<file path="src/rtl/cgra_pkg.sv">
// Shared CGRA definitions: IO sequencer state encoding and drain timing.
package cgra_pkg;

  typedef enum logic [1:0] {
    SEQ_IDLE  = 2'd0,
    SEQ_RUN   = 2'd1,
    SEQ_DRAIN = 2'd2,
    SEQ_DONE  = 2'd3
  } seq_state_e;

  // Width of the drain-cycle counter; covers the longest drain (2 + 15).
  localparam int DRAIN_CNT_W = 5;

  // Cycles between the last read strobe and the last output write:
  // one cycle of buffer read latency, one load register, then the array.
  function automatic int drain_len(input int store_lat);
    return 2 + store_lat;
  endfunction

endpackage

</file>
<file path="src/rtl/io_delay_line.sv">
// Single-bit shift register that turns the read strobe into the write strobe.
module io_delay_line #(
  parameter int DEPTH = 4
) (
  input  logic clk_i,
  input  logic rst_i,
  input  logic clr_i,
  input  logic d_i,
  output logic q_o
);

  logic [DEPTH-1:0] shift_q;
  logic [DEPTH-1:0] shift_d;

  // Shift one position per cycle, new bit entering at the bottom.
  always_comb begin
    shift_d    = shift_q << 1;
    shift_d[0] = d_i;
  end

  // State register; reset and cancel both empty the line.
  always_ff @(posedge clk_i) begin
    if (rst_i || clr_i) begin
      shift_q <= {DEPTH{1'b0}};
    end else begin
      shift_q <= shift_d;
    end
  end

  assign q_o = shift_q[DEPTH-1];

endmodule

</file>
<file path="src/rtl/array_io_sequencer.sv">
// Streams a run of words from the two input banks into the PE array's IO
// ports and writes the returned words to the output buffer.
import cgra_pkg::*;

module array_io_sequencer #(
  parameter int DWIDTH    = 32,
  parameter int AWIDTH    = 10,
  parameter int STORE_LAT = 2
) (
  input  logic              Clk,
  input  logic              Reset,
  input  logic              Start,
  input  logic [AWIDTH-1:0] Run_Len,
  input  logic              Abort,
  output logic              In_Rd_En,
  output logic [AWIDTH-1:0] In_Addr,
  input  logic [DWIDTH-1:0] In0_Rd_Data,
  input  logic [DWIDTH-1:0] In1_Rd_Data,
  output logic [DWIDTH-1:0] Data0_Load,
  output logic [DWIDTH-1:0] Data1_Load,
  input  logic [DWIDTH-1:0] Data0_Store,
  input  logic [DWIDTH-1:0] Data1_Store,
  output logic              Out_Wr_En,
  output logic [AWIDTH-1:0] Out_Addr,
  output logic [DWIDTH-1:0] Out0_Wr_Data,
  output logic [DWIDTH-1:0] Out1_Wr_Data,
  output logic              PE_Array_Busy,
  output logic              Done
);

  localparam int                     DRAIN_LEN  = drain_len(STORE_LAT);
  localparam logic [DRAIN_CNT_W-1:0] DRAIN_LAST = DRAIN_CNT_W'(DRAIN_LEN - 1);
  localparam logic [DRAIN_CNT_W-1:0] DRAIN_ONE  = DRAIN_CNT_W'(1);
  localparam logic [AWIDTH-1:0]      ADDR_ONE   = AWIDTH'(1);
  localparam logic [AWIDTH-1:0]      ADDR_ZERO  = {AWIDTH{1'b0}};

  seq_state_e             state_q, state_d;
  logic [AWIDTH-1:0]      len_q, len_d;
  logic [AWIDTH-1:0]      rd_cnt_q, rd_cnt_d;
  logic [AWIDTH-1:0]      wr_cnt_q, wr_cnt_d;
  logic [DRAIN_CNT_W-1:0] drain_cnt_q, drain_cnt_d;
  logic                   rd_valid_q, rd_valid_d;
  logic [DWIDTH-1:0]      load0_q, load0_d;
  logic [DWIDTH-1:0]      load1_q, load1_d;
  logic                   rd_en_s;
  logic                   wr_en_s;

  assign rd_en_s = (state_q == SEQ_RUN);

  // Write strobe is the read strobe delayed by the full load/array latency.
  io_delay_line #(
    .DEPTH (DRAIN_LEN)
  ) u_wr_delay (
    .clk_i (Clk),
    .rst_i (Reset),
    .clr_i (Abort),
    .d_i   (rd_en_s),
    .q_o   (wr_en_s)
  );

  // Next-state, counter and load-register logic; Abort overrides everything.
  always_comb begin
    state_d     = state_q;
    len_d       = len_q;
    rd_cnt_d    = rd_cnt_q;
    wr_cnt_d    = wr_cnt_q;
    drain_cnt_d = {DRAIN_CNT_W{1'b0}};
    rd_valid_d  = rd_en_s;
    load0_d     = load0_q;
    load1_d     = load1_q;

    if (wr_en_s) begin
      wr_cnt_d = wr_cnt_q + ADDR_ONE;
    end else begin
      wr_cnt_d = wr_cnt_q;
    end

    if (rd_valid_q) begin
      load0_d = In0_Rd_Data;
      load1_d = In1_Rd_Data;
    end else begin
      load0_d = load0_q;
      load1_d = load1_q;
    end

    case (state_q)
      SEQ_IDLE: begin
        if (Start) begin
          len_d    = Run_Len;
          rd_cnt_d = ADDR_ZERO;
          wr_cnt_d = ADDR_ZERO;
          state_d  = (Run_Len == ADDR_ZERO) ? SEQ_DONE : SEQ_RUN;
        end else begin
          state_d = SEQ_IDLE;
        end
      end
      SEQ_RUN: begin
        rd_cnt_d = rd_cnt_q + ADDR_ONE;
        if (rd_cnt_q == (len_q - ADDR_ONE)) begin
          state_d = SEQ_DRAIN;
        end else begin
          state_d = SEQ_RUN;
        end
      end
      SEQ_DRAIN: begin
        if (drain_cnt_q == DRAIN_LAST) begin
          state_d = SEQ_DONE;
        end else begin
          drain_cnt_d = drain_cnt_q + DRAIN_ONE;
          state_d     = SEQ_DRAIN;
        end
      end
      SEQ_DONE: begin
        state_d = SEQ_IDLE;
      end
      default: begin
        state_d = SEQ_IDLE;
      end
    endcase

    if (Abort) begin
      state_d     = SEQ_IDLE;
      rd_cnt_d    = ADDR_ZERO;
      wr_cnt_d    = ADDR_ZERO;
      drain_cnt_d = {DRAIN_CNT_W{1'b0}};
      rd_valid_d  = 1'b0;
    end else begin
      rd_valid_d  = rd_valid_d;
    end
  end

  // State and datapath registers with synchronous reset.
  always_ff @(posedge Clk) begin
    if (Reset) begin
      state_q     <= SEQ_IDLE;
      len_q       <= ADDR_ZERO;
      rd_cnt_q    <= ADDR_ZERO;
      wr_cnt_q    <= ADDR_ZERO;
      drain_cnt_q <= {DRAIN_CNT_W{1'b0}};
      rd_valid_q  <= 1'b0;
      load0_q     <= {DWIDTH{1'b0}};
      load1_q     <= {DWIDTH{1'b0}};
    end else begin
      state_q     <= state_d;
      len_q       <= len_d;
      rd_cnt_q    <= rd_cnt_d;
      wr_cnt_q    <= wr_cnt_d;
      drain_cnt_q <= drain_cnt_d;
      rd_valid_q  <= rd_valid_d;
      load0_q     <= load0_d;
      load1_q     <= load1_d;
    end
  end

  assign In_Rd_En      = rd_en_s;
  assign In_Addr       = rd_cnt_q;
  assign Out_Wr_En     = wr_en_s;
  assign Out_Addr      = wr_cnt_q;
  assign Data0_Load    = load0_q;
  assign Data1_Load    = load1_q;
  assign Out0_Wr_Data  = wr_en_s ? Data0_Store : {DWIDTH{1'b0}};
  assign Out1_Wr_Data  = wr_en_s ? Data1_Store : {DWIDTH{1'b0}};
  assign PE_Array_Busy = (state_q == SEQ_RUN) || (state_q == SEQ_DRAIN);
  assign Done          = (state_q == SEQ_DONE);

endmodule

</file>
<file path="config.mk">
export PLATFORM = sky130hd
export DESIGN_NAME = array_io_sequencer
export DESIGN_NICKNAME = d
export VERILOG_FILES = /design/src/rtl/cgra_pkg.sv /design/src/rtl/io_delay_line.sv /design/src/rtl/array_io_sequencer.sv
export SDC_FILE = /design/constraint.sdc
export NUM_CORES = 1
export LEC_CHECK = 0
export ABC_AREA = 1
export BUFFER_PORTS_ARGS = -buffer_cell sky130_fd_sc_hd__buf_2
export CAP_MARGIN = 10
export CORE_UTILIZATION = 39
export DETAILED_ROUTE_END_ITERATION = 12
export PLACE_DENSITY = 0.84
export SLEW_MARGIN = 5
export SYNTH_ARGS = -nofsm -noshare
export SYNTH_HDL_FRONTEND = slang
export SYNTH_SLANG_ARGS = --single-unit
</file>
<file path="constraint.sdc">
create_clock -name Clk -period 1.6 [get_ports Clk]
set_input_delay 0.32 -clock Clk [delete_from_list [all_inputs] [get_ports Clk]]
set_output_delay 0.32 -clock Clk [all_outputs]
set_load 0.02 [all_outputs]
</file>
==> impl_results.md, run 1 <==
- Outcome: complete, no violations
- Number of placed cells counting well taps: 1,150
- Number of buffers between clock root and the deepest sink: 2
- Residual DRC count: 0
- Number of placement rows: 40
- Compound-gate portion of the synthesized area: 11.0%
- Critical path launch point: state_q[0]
- Sequence of cells on the critical path: buf_4, ha_4, buf_4, buf_6
- Final setup skew: ~9.2 ps
- TritonCTS clock tree: built
- Wirelength per Cell: ~13 um
- I/O pin count: roughly 290
- Average cell area after synthesis: between 6 and 7 um^2
- Initial antenna violation count: 0
- Combinational family with the most area after synthesis: simple AND/OR/NAND/NOR gates
- Die area: 12,800 um^2
- Hold bufs inserted after CTS: 0
- Buffer count from post-CTS setup fixing: 0
- Maximum number of pins on one net before global-route repair: 75
- Post-detailed-placement half-perimeter wirelength: between 10,000 and 15,000 um
- Die outline height: around 110 um
- Worst path required time: ~1300 ps
- Clock transition at the register clock pins on the worst setup and hold paths after CTS: 80 ps
- Core ar.: about 12,000 um^2
- Clock insertion delay at the later pin of the skew report: 340 ps
- Worst hold margin: approximately 200 ps
- Most frequently used cell type in the post-synthesis netlist: sky130_fd_sc_hd__nor2_1
- Area after DPL: 6530 um^2
- Overall routed net length: 14,900 um
- Launching point of the worst reg2reg path: state_q[1]
- Global placer's final weighted congestion: just under 0.9
- Fin. max-slew vios: 0
- Endpoints failing setup: 0
- Seq cells post-synth: ~110
- Inserted Clock Buffers: 9
- Static Leak: approximately 4.2 nW
- Start-to-end type of the worst setup path: flip-flop to output port
- Most utilized layer in the global route result: met2
- RSZ-0062 raised after global routing: yes
- Number of global-route vias before repair: 5,030
- Overall power: 0.00559 W
- Depth of the worst hold-timing path: 3
- Count of input and output buffers: approximately 290
- Iter 0 DRT Violations: 230
- Power Density: between 700 and 800 nW/um^2
- Sort of element at the end of the critical path: output port
- Max VDD drop: between 0.4 and 0.5 mV
- Arithmetic-cell share of the synthesized area counting full adders, half adders and majority gates: under 10%
- Pin slew with the least headroom to its limit: ~380 ps
- Number of library cell types mapped by synthesis: 30
- Share of power burned in the clock network: about two fifths
- Critical Path Most Common Cell: sky130_fd_sc_hd__buf_4
- Internal power consumption: around 0.0042 W
- Tightest Hold Check Type: input pin to flip-flop
- Layout Cells excl Fill: about 1,200
- Critical-path cell with the highest stage delay: sky130_fd_sc_hd__dfxtp_2
- Share of Yosys cell area claimed by the top area cell type: a little over two fifths
- Xor-xnor portion of the synthesized cell area: between 2 and 2.5%
- Post-Synthesis Cell Area: between 4000 and 5000 um^2
- Share of total power consumed by net switching: between 20% and 30%
- Deepest level of the CTS H-tree: 3
- Yosys Warn Count: 0
- Post-synth EDFFs: 0
- Reg2reg path depth: 13
- Top cell family by delay on the critical path: buffers and inverters
- Number of nets in the final layout: 1,165
- Net count after synthesis: 873
- Relative max-transition margin: between 70 and 80%
- Number of antenna-violating nets in the routed design: 0
- Sequential area share after synthesis: between 40% and 50%
- Global-route wire length before repair: 22,800 um
- Count of inserted antenna diode cells: 0
- Switching power: 0.00142 W
- Total GRT Usage: roughly 22%
- GR Layer Usage met2: between 40% and 50%
- Ranking of synthesized cells by area: sky130_fd_sc_hd__dfxtp_1 44%, sky130_fd_sc_hd__nor2_1 14%, sky130_fd_sc_hd__nand2_1 9.7%, sky130_fd_sc_hd__inv_1 8.6%, sky130_fd_sc_hd__o21ai_0 7.8%
- Hold Startpoint: In1_Rd_Data[6]
- Cell count after synthesis: a little over 700
- Final core utilization: 58.3%
- Min cycle time layout: around 1600 ps
- Fmax achieved: 0.632 GHz
- Signed area change from the synthesized netlist to the final layout: 45.5%
- Sort of element at the start of the critical path: flip-flop
- Met3 track demand over resource in global routing: 5.89%
- DR pass1 iterations: 4
- Arrival time of the worst setup path: 1260 ps
- Clock Tree Root: sky130_fd_sc_hd__clkbuf_16
- Dominant cell type by area after synthesis: sky130_fd_sc_hd__dfxtp_1
- Flip-flop cell with the highest count after synthesis: sky130_fd_sc_hd__dfxtp_1
- Max cap viols: 0
- Clock net sink count: 105
- Via density per instance: 4.69
- Post-Synth Simple-Gate Area: between 20% and 30%
- Delay of the slowest critical-path stage: 330 ps
- Sequential fraction of design power: between 40 and 50%
- Final cycle utilization of the critical path: a little over nine tenths
- Design area: about 7000 um^2
- Total buffers and inverters traversed by the critical path: 3
- Maximum fanout count along the critical path: 4
- Initial Util: about two fifths
- Portion of netlist area occupied by mux cells: 0%
- Final hold vios: 0
- Synth cell count leaders: 183 x sky130_fd_sc_hd__nor2_1, 124 x sky130_fd_sc_hd__nand2_1, 110 x sky130_fd_sc_hd__inv_1, 105 x sky130_fd_sc_hd__dfxtp_1, 75 x sky130_fd_sc_hd__o21ai_0
- Logic gate share of total power: a little under an eighth
- Width of the die: 113 um
- Grt total ovfl: 0
- Grt met1 use: 23.7%
- Vias after detailed routing: between 5,000 and 6,000
- Fraction of layout instances using a drive strength above 1: a little under two fifths
- Async set-reset flop share out of synthesis: 0%
- Crit path depth: 4
==> sequential cells by signal (all words and copies together) (netlist names) <==
signal and cells:
Data0_Load 32, Data1_Load 32, In_Addr 10, Out_Addr 10, len_q 10, drain_cnt_q 5, u_wr_delay.shift_q 4, state_q 2
==> cell families after synthesis <==
kind of cell / after synthesis
buffers and inverters: 144
XOR/XNOR: 11
adder cells (fa/ha/maj): 8
AO/OA/AOI/OAI: 102
flip-flops: 105
AND/OR/NAND/NOR: 353
==> layer usage <==
layer | share of wire (%) | wire length [um] | vias up
met5 | 0 | 0 | -
met4 | 3.9 | 585 | 0
met3 | 7.8 | 1160 | 33
met2 | 50 | 7440 | 234
met1 | 39 | 5760 | 2430
li1 | - | - | 2776
==> power groups by stage <==
stage | registers [W] | clock network [W] | logic, W
3_5_place_dp | 0.00277 | 0 | 0.000589
4_1_cts | 0.00270 | 0.00230 | 0.000597
5_1_grt | 0.00271 | 0.00243 | 0.000703
6_report | 0.00271 | 0.00225 | 0.000635
3_3_place_gp | 0.00276 | 0 | 0.000578
2_1_floorplan | 0.00280 | 0 | 0.000255
==> tightest hold or removal path, cell delays in order <==
cell and delay, ps:
sky130_fd_sc_hd__buf_2 70, sky130_fd_sc_hd__nor2_1 30, sky130_fd_sc_hd__nor2_1 80
==> final timing paths <==
kind,end,slack (ps)
worst max register to register,In_Addr[9],50
worst min register to register,u_wr_delay.shift_q[3],410
worst max-delay path,In_Rd_En,20
worst min-delay path,Data1_Load[6],200
==> layout make-up <==
cell class | count | area, um^2
clock inverters | 7 | 78.8
multi-input cells | 474 | 2270
repair buffers | 313 | 1700
well taps | 147 | 184
inverters | 112 | 423
fillers | 1128 | 5010
flip-flops and latches | 105 | 2120
clock buffers | 9 | 225
==> per-stage QoR <==
step / setup slack (ps) / setup TNS [ps]
5_1_grt: -49.9 / -114
3_3_place_gp: 74.9 / 0
3_5_place_dp: -1.61 / -1.61
6_report: 19.0 / 0
4_1_cts: 4.30 / 0
2_1_floorplan: 23.0 / 0
==> layout by cell type, fill, tap and decap left out, drive strengths merged <==
| master | netlist | final |
|---|---|---|
| nor3 | 8 | 8 |
| nand3 | 14 | 14 |
| nor4 | 2 | 2 |
| dfxtp | 105 | 105 |
| buf | 11 | 312 |
| nand4 | 2 | 2 |
| nor2 | 191 | 191 |
| clkinv | 0 | 4 |
| o21ai | 76 | 76 |
| ha | 8 | 8 |
| a211oi | 3 | 3 |
| and3 | 1 | 1 |
| clkinvlp | 0 | 2 |
| or2 | 2 | 2 |
| a31oi | 1 | 1 |
| inv | 112 | 112 |
| o21bai | 1 | 1 |
| bufinv | 0 | 1 |
| a22oi | 1 | 1 |
| nor3b | 5 | 5 |
| a21oi | 20 | 20 |
| nand2 | 128 | 128 |
| xor2 | 4 | 4 |
| clkbuf | 21 | 10 |
| xnor2 | 7 | 7 |
==> repair_timing <==
| action | CTS | global route |
|---|---|---|
| endpoints found under the hold margin | 0 | 0 |
| gates resized for setup | 7 | 39 |
| pin swaps | 1 | 13 |
| cloned | 1 | 0 |
| endpoints found under the setup margin | 5 | 20 |
(Power assumes the default switching activity.)
==> inputs of run 2 (changes only) <==
--- a/config.mk
+++ b/config.mk
@@ -9,8 +9,11 @@
 export BUFFER_PORTS_ARGS = -buffer_cell sky130_fd_sc_hd__buf_2
 export CAP_MARGIN = 10
 export CORE_UTILIZATION = 39
+export CTS_CLUSTER_SIZE = 14
 export DETAILED_ROUTE_END_ITERATION = 12
 export PLACE_DENSITY = 0.84
+export SETUP_SLACK_MARGIN = 0.1
+export SKIP_CTS_REPAIR_TIMING = 1
 export SLEW_MARGIN = 5
 export SYNTH_ARGS = -nofsm -noshare
 export SYNTH_HDL_FRONTEND = slang
==> impl_results.md, run 2 (synthesized netlist as in run 1, its figures left out) <==
- Tightest Hold Check Type: input pin to flip-flop
- Maximum fanout count along the critical path: 7
- Failing checks: negative setup slack
- Clock net sink count: roughly 110
- Overall power: between 0.005 and 0.006 W
- TritonCTS clock tree: built
- Residual DRC count: 0
- Depth of the worst hold-timing path: 3
- Count of input and output buffers: slightly below 300
- Initial antenna violation count: 2
- Worst path required time: 1280 ps
- Pin slew with the least headroom to its limit: between 500 and 600 ps
- Outcome: finished with violations
- Clock insertion delay at the later pin of the skew report: between 300 and 400 ps
- Most frequent standard cell in the layout excluding fill and tap cells: sky130_fd_sc_hd__buf_2
- Reg2reg path depth: 13
- Die area: 12,800 um^2
- Endpoints failing setup: 24
- Overall routed net length: about 18,000 um
- Final hold vios: 0
- Power Density: 717 nW/um^2
- Global placer's final weighted congestion: approximately 0.84
- Number of nets in the final layout: roughly 1,200
- Inserted Clock Buffers: 9
- Worst slack at placement: -20.9 ps
- Fmax achieved: 0.606 GHz
- Final setup skew: around 12 ps
- Arrival time of the worst setup path: 1330 ps
- Clock transition at the register clock pins on the worst setup and hold paths after CTS: ~70 ps
- Grt total ovfl: 0
- Global-route wire length before repair: around 23,000 um
- Post-detailed-placement half-perimeter wirelength: between 10,000 and 15,000 um
- Min cycle time layout: 1650 ps
- Maximum number of pins on one net before global-route repair: 75
- Relative max-transition margin: 60.8%
- Worst-case setup margin in the final layout: -49.6 ps
- Clock Tree Root: sky130_fd_sc_hd__clkbuf_16
- Final cycle utilization of the critical path: 103%
- Total GRT Usage: 22.4%
- Deepest level of the CTS H-tree: 3
- DR pass1 iterations: 5
- Iter 0 DRT Violations: 360
- Sort of element at the start of the critical path: flip-flop
- Sort of element at the end of the critical path: output port
- Number of antenna-violating nets in the routed design: 0
- Core ar.: roughly 12,000 um^2
- Fin. max-slew vios: 0
- Initial Util: roughly 40%
- Number of buffers between clock root and the deepest sink: 2
- Static Leak: between 4 and 5 nW
- Number of global-route vias before repair: roughly 5,000
- Start-to-end type of the worst setup path: flip-flop to output port
- Wirelength per Cell: between 15 and 20 um
- Vias after detailed routing: slightly below 6,000
- Top library cells by usage in the layout, fill and taps aside: 226 x sky130_fd_sc_hd__buf_2, 178 x sky130_fd_sc_hd__nor2_1, 97 x sky130_fd_sc_hd__dfxtp_1
- I/O pin count: a little under 300
- Max VDD drop: slightly above 0.6 mV
- Final core utilization: between 60 and 70%
- Signed area change from the synthesized netlist to the final layout: 68.0%
- RSZ-0062 raised after global routing: yes
- Fraction of layout instances using a drive strength above 1: approximately half
- Number of placement rows: 40
- Die outline height: ~110 um
- Worst hold margin: 192 ps
- Width of the die: around 110 um
- Max cap viols: 0
- Via density per instance: around 4.9
run 2: cell types whose count changed in the layout (fill, tap and decap cells not counted), moves of 4 or more:
cell                        previous run  this run
sky130_fd_sc_hd__dfxtp_2               9         4
sky130_fd_sc_hd__inv_2                 8        64
sky130_fd_sc_hd__nand2_4               4        51
sky130_fd_sc_hd__nand2_2               3        12
sky130_fd_sc_hd__buf_2               289       226
sky130_fd_sc_hd__buf_6                 2        63
sky130_fd_sc_hd__clkbuf_16             9        13
sky130_fd_sc_hd__buf_4                16        33
sky130_fd_sc_hd__inv_1               102        44
sky130_fd_sc_hd__nand2_1             121        65
run 2: power by group:
part | total [W] | internal (W) | leakage, nW | switching (W)
clock network | 0.00241 | 0.00139 | 0.158 | 0.00102
logic | 0.000679 | 0.000286 | 3.68 | 0.000392
registers | 0.00271 | 0.00266 | 0.855 | 0.0000416
run 2: per-layer routing:
metal | up-vias | GRT usage (%) | part of all wire, %
met1 | 2588 | 22.3 | 35
met4 | 0 | 12.3 | 4.8
li1 | 2822 | - | -
met3 | 63 | 6.37 | 8.6
met2 | 298 | 41.9 | 51
met5 | - | 0 | 0
run 2: critical path: stages, from the launching register on:
cell,delay [ps]
sky130_fd_sc_hd__dfxtp_4,440
sky130_fd_sc_hd__buf_12,150
sky130_fd_sc_hd__clkbuf_16,170
sky130_fd_sc_hd__nand2_4,40
sky130_fd_sc_hd__inv_2,70
sky130_fd_sc_hd__buf_6,120
run 2: worst paths after layout:
path / startpoint / to / slack, ps
max: u_wr_delay.shift_q[3] / Out0_Wr_Data[14] / -50
min: In1_Rd_Data[6] / Data1_Load[6] / 190
max reg2reg: state_q[1] / In_Addr[9] / 0
min reg2reg: u_wr_delay.shift_q[2] / u_wr_delay.shift_q[3] / 400
run 2: cell type report:
cell class / count / area, um^2
clock inverter: 7 / 101
clock buffer: 9 / 225
multi-input combinational: 474 / 2680
antenna: 1 / 2.50
sequential: 105 / 2120
timing repair buffer: 334 / 2340
inverter: 112 / 428
fill: 943 / 3930
tap: 147 / 184
run 2: stage by stage:
| step | instance area [um^2] | TNS, ps | std cells |
|---|---|---|---|
| after global placement | 6520 | 0 | 1149 |
| after floorplan | 4840 | 0 | 723 |
| after global routing | 8080 | -1930 | 1189 |
| after detailed placement | 6520 | -20.9 | 1149 |
| after CTS | 6850 | -6540 | 1165 |
| final | 8080 | -472 | 1189 |
==> inputs of run 3 (changes only) <==
--- a/config.mk
+++ b/config.mk
@@ -8,13 +8,15 @@
 export ABC_AREA = 1
 export BUFFER_PORTS_ARGS = -buffer_cell sky130_fd_sc_hd__buf_2
 export CAP_MARGIN = 10
-export CORE_UTILIZATION = 39
+export CORE_AREA = 2 2 114 116
 export CTS_CLUSTER_SIZE = 14
 export DETAILED_ROUTE_END_ITERATION = 12
-export PLACE_DENSITY = 0.84
+export DIE_AREA = 0 0 116 118
+export PLACE_DENSITY = 0.83
 export SETUP_SLACK_MARGIN = 0.1
 export SKIP_CTS_REPAIR_TIMING = 1
 export SLEW_MARGIN = 5
 export SYNTH_ARGS = -nofsm -noshare
 export SYNTH_HDL_FRONTEND = slang
+export SYNTH_HIERARCHICAL = 1
 export SYNTH_SLANG_ARGS = --single-unit
==> impl_results.md, run 3 <==
- Outcome: complete, no violations
- Sequential area share after synthesis: roughly 44%
- Count of inserted antenna diode cells: 0
- Portion of netlist area occupied by mux cells: 0%
- Xor-xnor portion of the synthesized cell area: roughly 2.2%
- Width of the die: between 100 and 150 um
- Arrival time of the worst setup path: roughly 1300 ps
- Min cycle time layout: between 1500 and 2000 ps
- Internal power consumption: roughly 0.0041 W
- Clock transition at the register clock pins on the worst setup and hold paths after CTS: 80 ps
- Core ar.: roughly 12,000 um^2
- Global placer's final weighted congestion: 0.872
- Relative max-transition margin: a little under two thirds
- Clock net sink count: roughly 110
- Number of placed cells counting well taps: between 1,000 and 1,500
- Switching power: approximately 0.0015 W
- Max VDD drop: about 0.62 mV
- Deepest level of the CTS H-tree: 3
- Inserted Clock Buffers: 9
- Ranking of synthesized cells by area: sky130_fd_sc_hd__dfxtp_1 44%, sky130_fd_sc_hd__nor2_1 14%, sky130_fd_sc_hd__nand2_1 9.6%, sky130_fd_sc_hd__inv_1 8.2%, sky130_fd_sc_hd__o21ai_0 7.8%
- Reg2reg path depth: 13
- Start-to-end type of the worst setup path: flip-flop to output port
- Number of nets in the final layout: around 1,200
- Overall routed net length: between 15,000 and 20,000 um
- Average cell area after synthesis: a little under 7 um^2
- Grt total ovfl: 0
- Residual DRC count: 0
- Combinational family with the most area after synthesis: simple AND/OR/NAND/NOR gates
- Number of library cell types mapped by synthesis: 33
- Destination of the critical timing path: Out0_Wr_Data[13]
- I/O pin count: around 290
- Worst path required time: approximately 1300 ps
- Share of total power consumed by net switching: between 20% and 30%
- DR pass1 iterations: 4
- Number of global-route vias before repair: around 4,800
- Seq cells post-synth: 106
- Cell count after synthesis: about 710
- Post-detailed-placement half-perimeter wirelength: approximately 11,000 um
- Worst slack at placement: -13.0 ps
- Sequential fraction of design power: 49.3%
- Fin. max-slew vios: 0
- Logic gate share of total power: between 10 and 15%
- Depth of the worst hold-timing path: 3
- Arithmetic-cell share of the synthesized area counting full adders, half adders and majority gates: 2.09%
- Post-synth EDFFs: 0
- Aggregate negative setup slack: 0 ps
- Post-Synthesis Cell Area: 4790 um^2
- Initial antenna violation count: 0
- Post-Synth Simple-Gate Area: 29.4%
- Layout Cells excl Fill: around 1,200
- Die area: around 14,000 um^2
- Vias after detailed routing: roughly 5,500
- Worst-case setup margin in the final layout: approximately 3.6 ps
- RSZ-0062 raised after global routing: yes
- Final hold vios: 0
- Most frequent standard cell in the layout excluding fill and tap cells: sky130_fd_sc_hd__buf_2
- Tightest Hold Check Type: input pin to flip-flop
- Yosys Warn Count: 6
- Share of power burned in the clock network: about two fifths
- Synth cell count leaders: 178 x sky130_fd_sc_hd__nor2_1, 122 x sky130_fd_sc_hd__nand2_1, 106 x sky130_fd_sc_hd__dfxtp_1, 105 x sky130_fd_sc_hd__inv_1, 75 x sky130_fd_sc_hd__o21ai_0
- Fraction of layout instances using a drive strength above 1: a little over two fifths
- Flip-flop cell with the highest count after synthesis: sky130_fd_sc_hd__dfxtp_1
- Via density per instance: approximately 4.7
- Signed area change from the synthesized netlist to the final layout: 57.3%
- Max cap viols: 0
- Clock insertion delay at the later pin of the skew report: ~350 ps
- Sort of element at the start of the critical path: flip-flop
- Hold Startpoint: In1_Rd_Data[5]
- Total GRT Usage: 19.7%
- Maximum number of pins on one net before global-route repair: between 70 and 80
- Initial Util: approximately two fifths
- Wirelength per Cell: around 13 um
- Global-route wire length before repair: roughly 22,000 um
- Most frequently used cell type in the post-synthesis netlist: sky130_fd_sc_hd__nor2_1
- Number of antenna-violating nets in the routed design: 0
- Pin slew with the least headroom to its limit: about 550 ps
- Compound-gate portion of the synthesized area: 11.2%
- Final setup skew: 10.1 ps
- Async set-reset flop share out of synthesis: 0%
- Net count after synthesis: about 860
- Critical path launch point: u_wr_delay/shift_q[3]
- Number of placement rows: 41
- Clock Tree Root: sky130_fd_sc_hd__clkbuf_16
- Maximum fanout count along the critical path: 24
- Count of input and output buffers: roughly 290
- TritonCTS clock tree: built
- Launching point of the worst reg2reg path: state_q[1]
- Worst-case register-to-register setup slack: 60 ps
- Final cycle utilization of the critical path: 99.8%
- Top library cells by usage in the layout, fill and taps aside: 227 x sky130_fd_sc_hd__buf_2, 173 x sky130_fd_sc_hd__nor2_1, 100 x sky130_fd_sc_hd__nand2_1
- Endpoints failing setup: 0
- Sort of element at the end of the critical path: output port
- Dominant cell type by area after synthesis: sky130_fd_sc_hd__dfxtp_1
- Power Density: 734 nW/um^2
- Share of Yosys cell area claimed by the top area cell type: 44.3%
- Number of buffers between clock root and the deepest sink: 2
- Destination of the worst register-to-register timing path: In_Addr[9]
- Die outline height: 118 um
- Static Leak: ~4.3 nW
- Fmax achieved: between 0.6 and 0.7 GHz
- Iter 0 DRT Violations: 294
[run 3: power groups by stage]
stage	clock network (W)	logic (W)	registers, W
CTS	0.00223	0.000568	0.00273
floorplan	0	0.000236	0.00283
finish	0.00217	0.000635	0.00273
detailed placement	0	0.000565	0.00279
global route	0.00233	0.000698	0.00274
global placement	0	0.000557	0.00279
[run 3: worst min-delay path by stage]
stage	slack [ps]	endpoint
floorplan	390	u_wr_delay/shift_q[1]
global placement	390	u_wr_delay/shift_q[1]
detailed placement	400	u_wr_delay/shift_q[3]
CTS	170	Data1_Load[5]
global route	180	Data1_Load[7]
finish	190	Data1_Load[5]
[run 3: cell type report]
cell class	instances	area, um^2
Fill cell	1081	4880
Multi-Input combinational cell	467	2380
Sequential cell	106	2140
Timing Repair Buffer	313	2100
Inverter	107	404
Clock buffer	9	225
Tap cell	172	215
Clock inverter	7	71.3
[run 3: per-stage QoR]
stage	hold WS, ps	util (%)	power, W	area [um^2]
after floorplan	394	-	0.00306	4810
after global placement	394	52.7	0.00334	6540
after detailed placement	399	52.7	0.00335	6540
after CTS	173	55.1	0.00553	6840
after global routing	181	60.7	0.00576	7530
final	187	60.7	0.00553	7530
[run 3: per-layer routing]
| metal | part of all wire (%) | routed length, um | up-vias | GRT usage (%) |
|---|---|---|---|---|
| met5 | 0 | 0 | - | 0 |
| met4 | 3.6 | 554 | 0 | 9.97 |
| met3 | 9.5 | 1480 | 42 | 6.18 |
| met2 | 48 | 7550 | 244 | 32.0 |
| met1 | 39 | 6010 | 2469 | 23.0 |
| li1 | - | - | 2749 | - |
[run 3: worst max-delay path, cell delays in order, from the launching register on]
cell and delay, ps:
sky130_fd_sc_hd__dfxtp_4 430, sky130_fd_sc_hd__clkbuf_16 210, sky130_fd_sc_hd__nand2_1 80, sky130_fd_sc_hd__inv_1 90
sky130_fd_sc_hd__buf_6 120
[run 3: kinds of logic after synthesis]
kind of cell | Yosys count
adder cells (fa/ha/maj) | 8
AO/OA/AOI/OAI | 103
flip-flops | 106
buffers and inverters | 138
AND/OR/NAND/NOR | 344
XOR/XNOR | 12
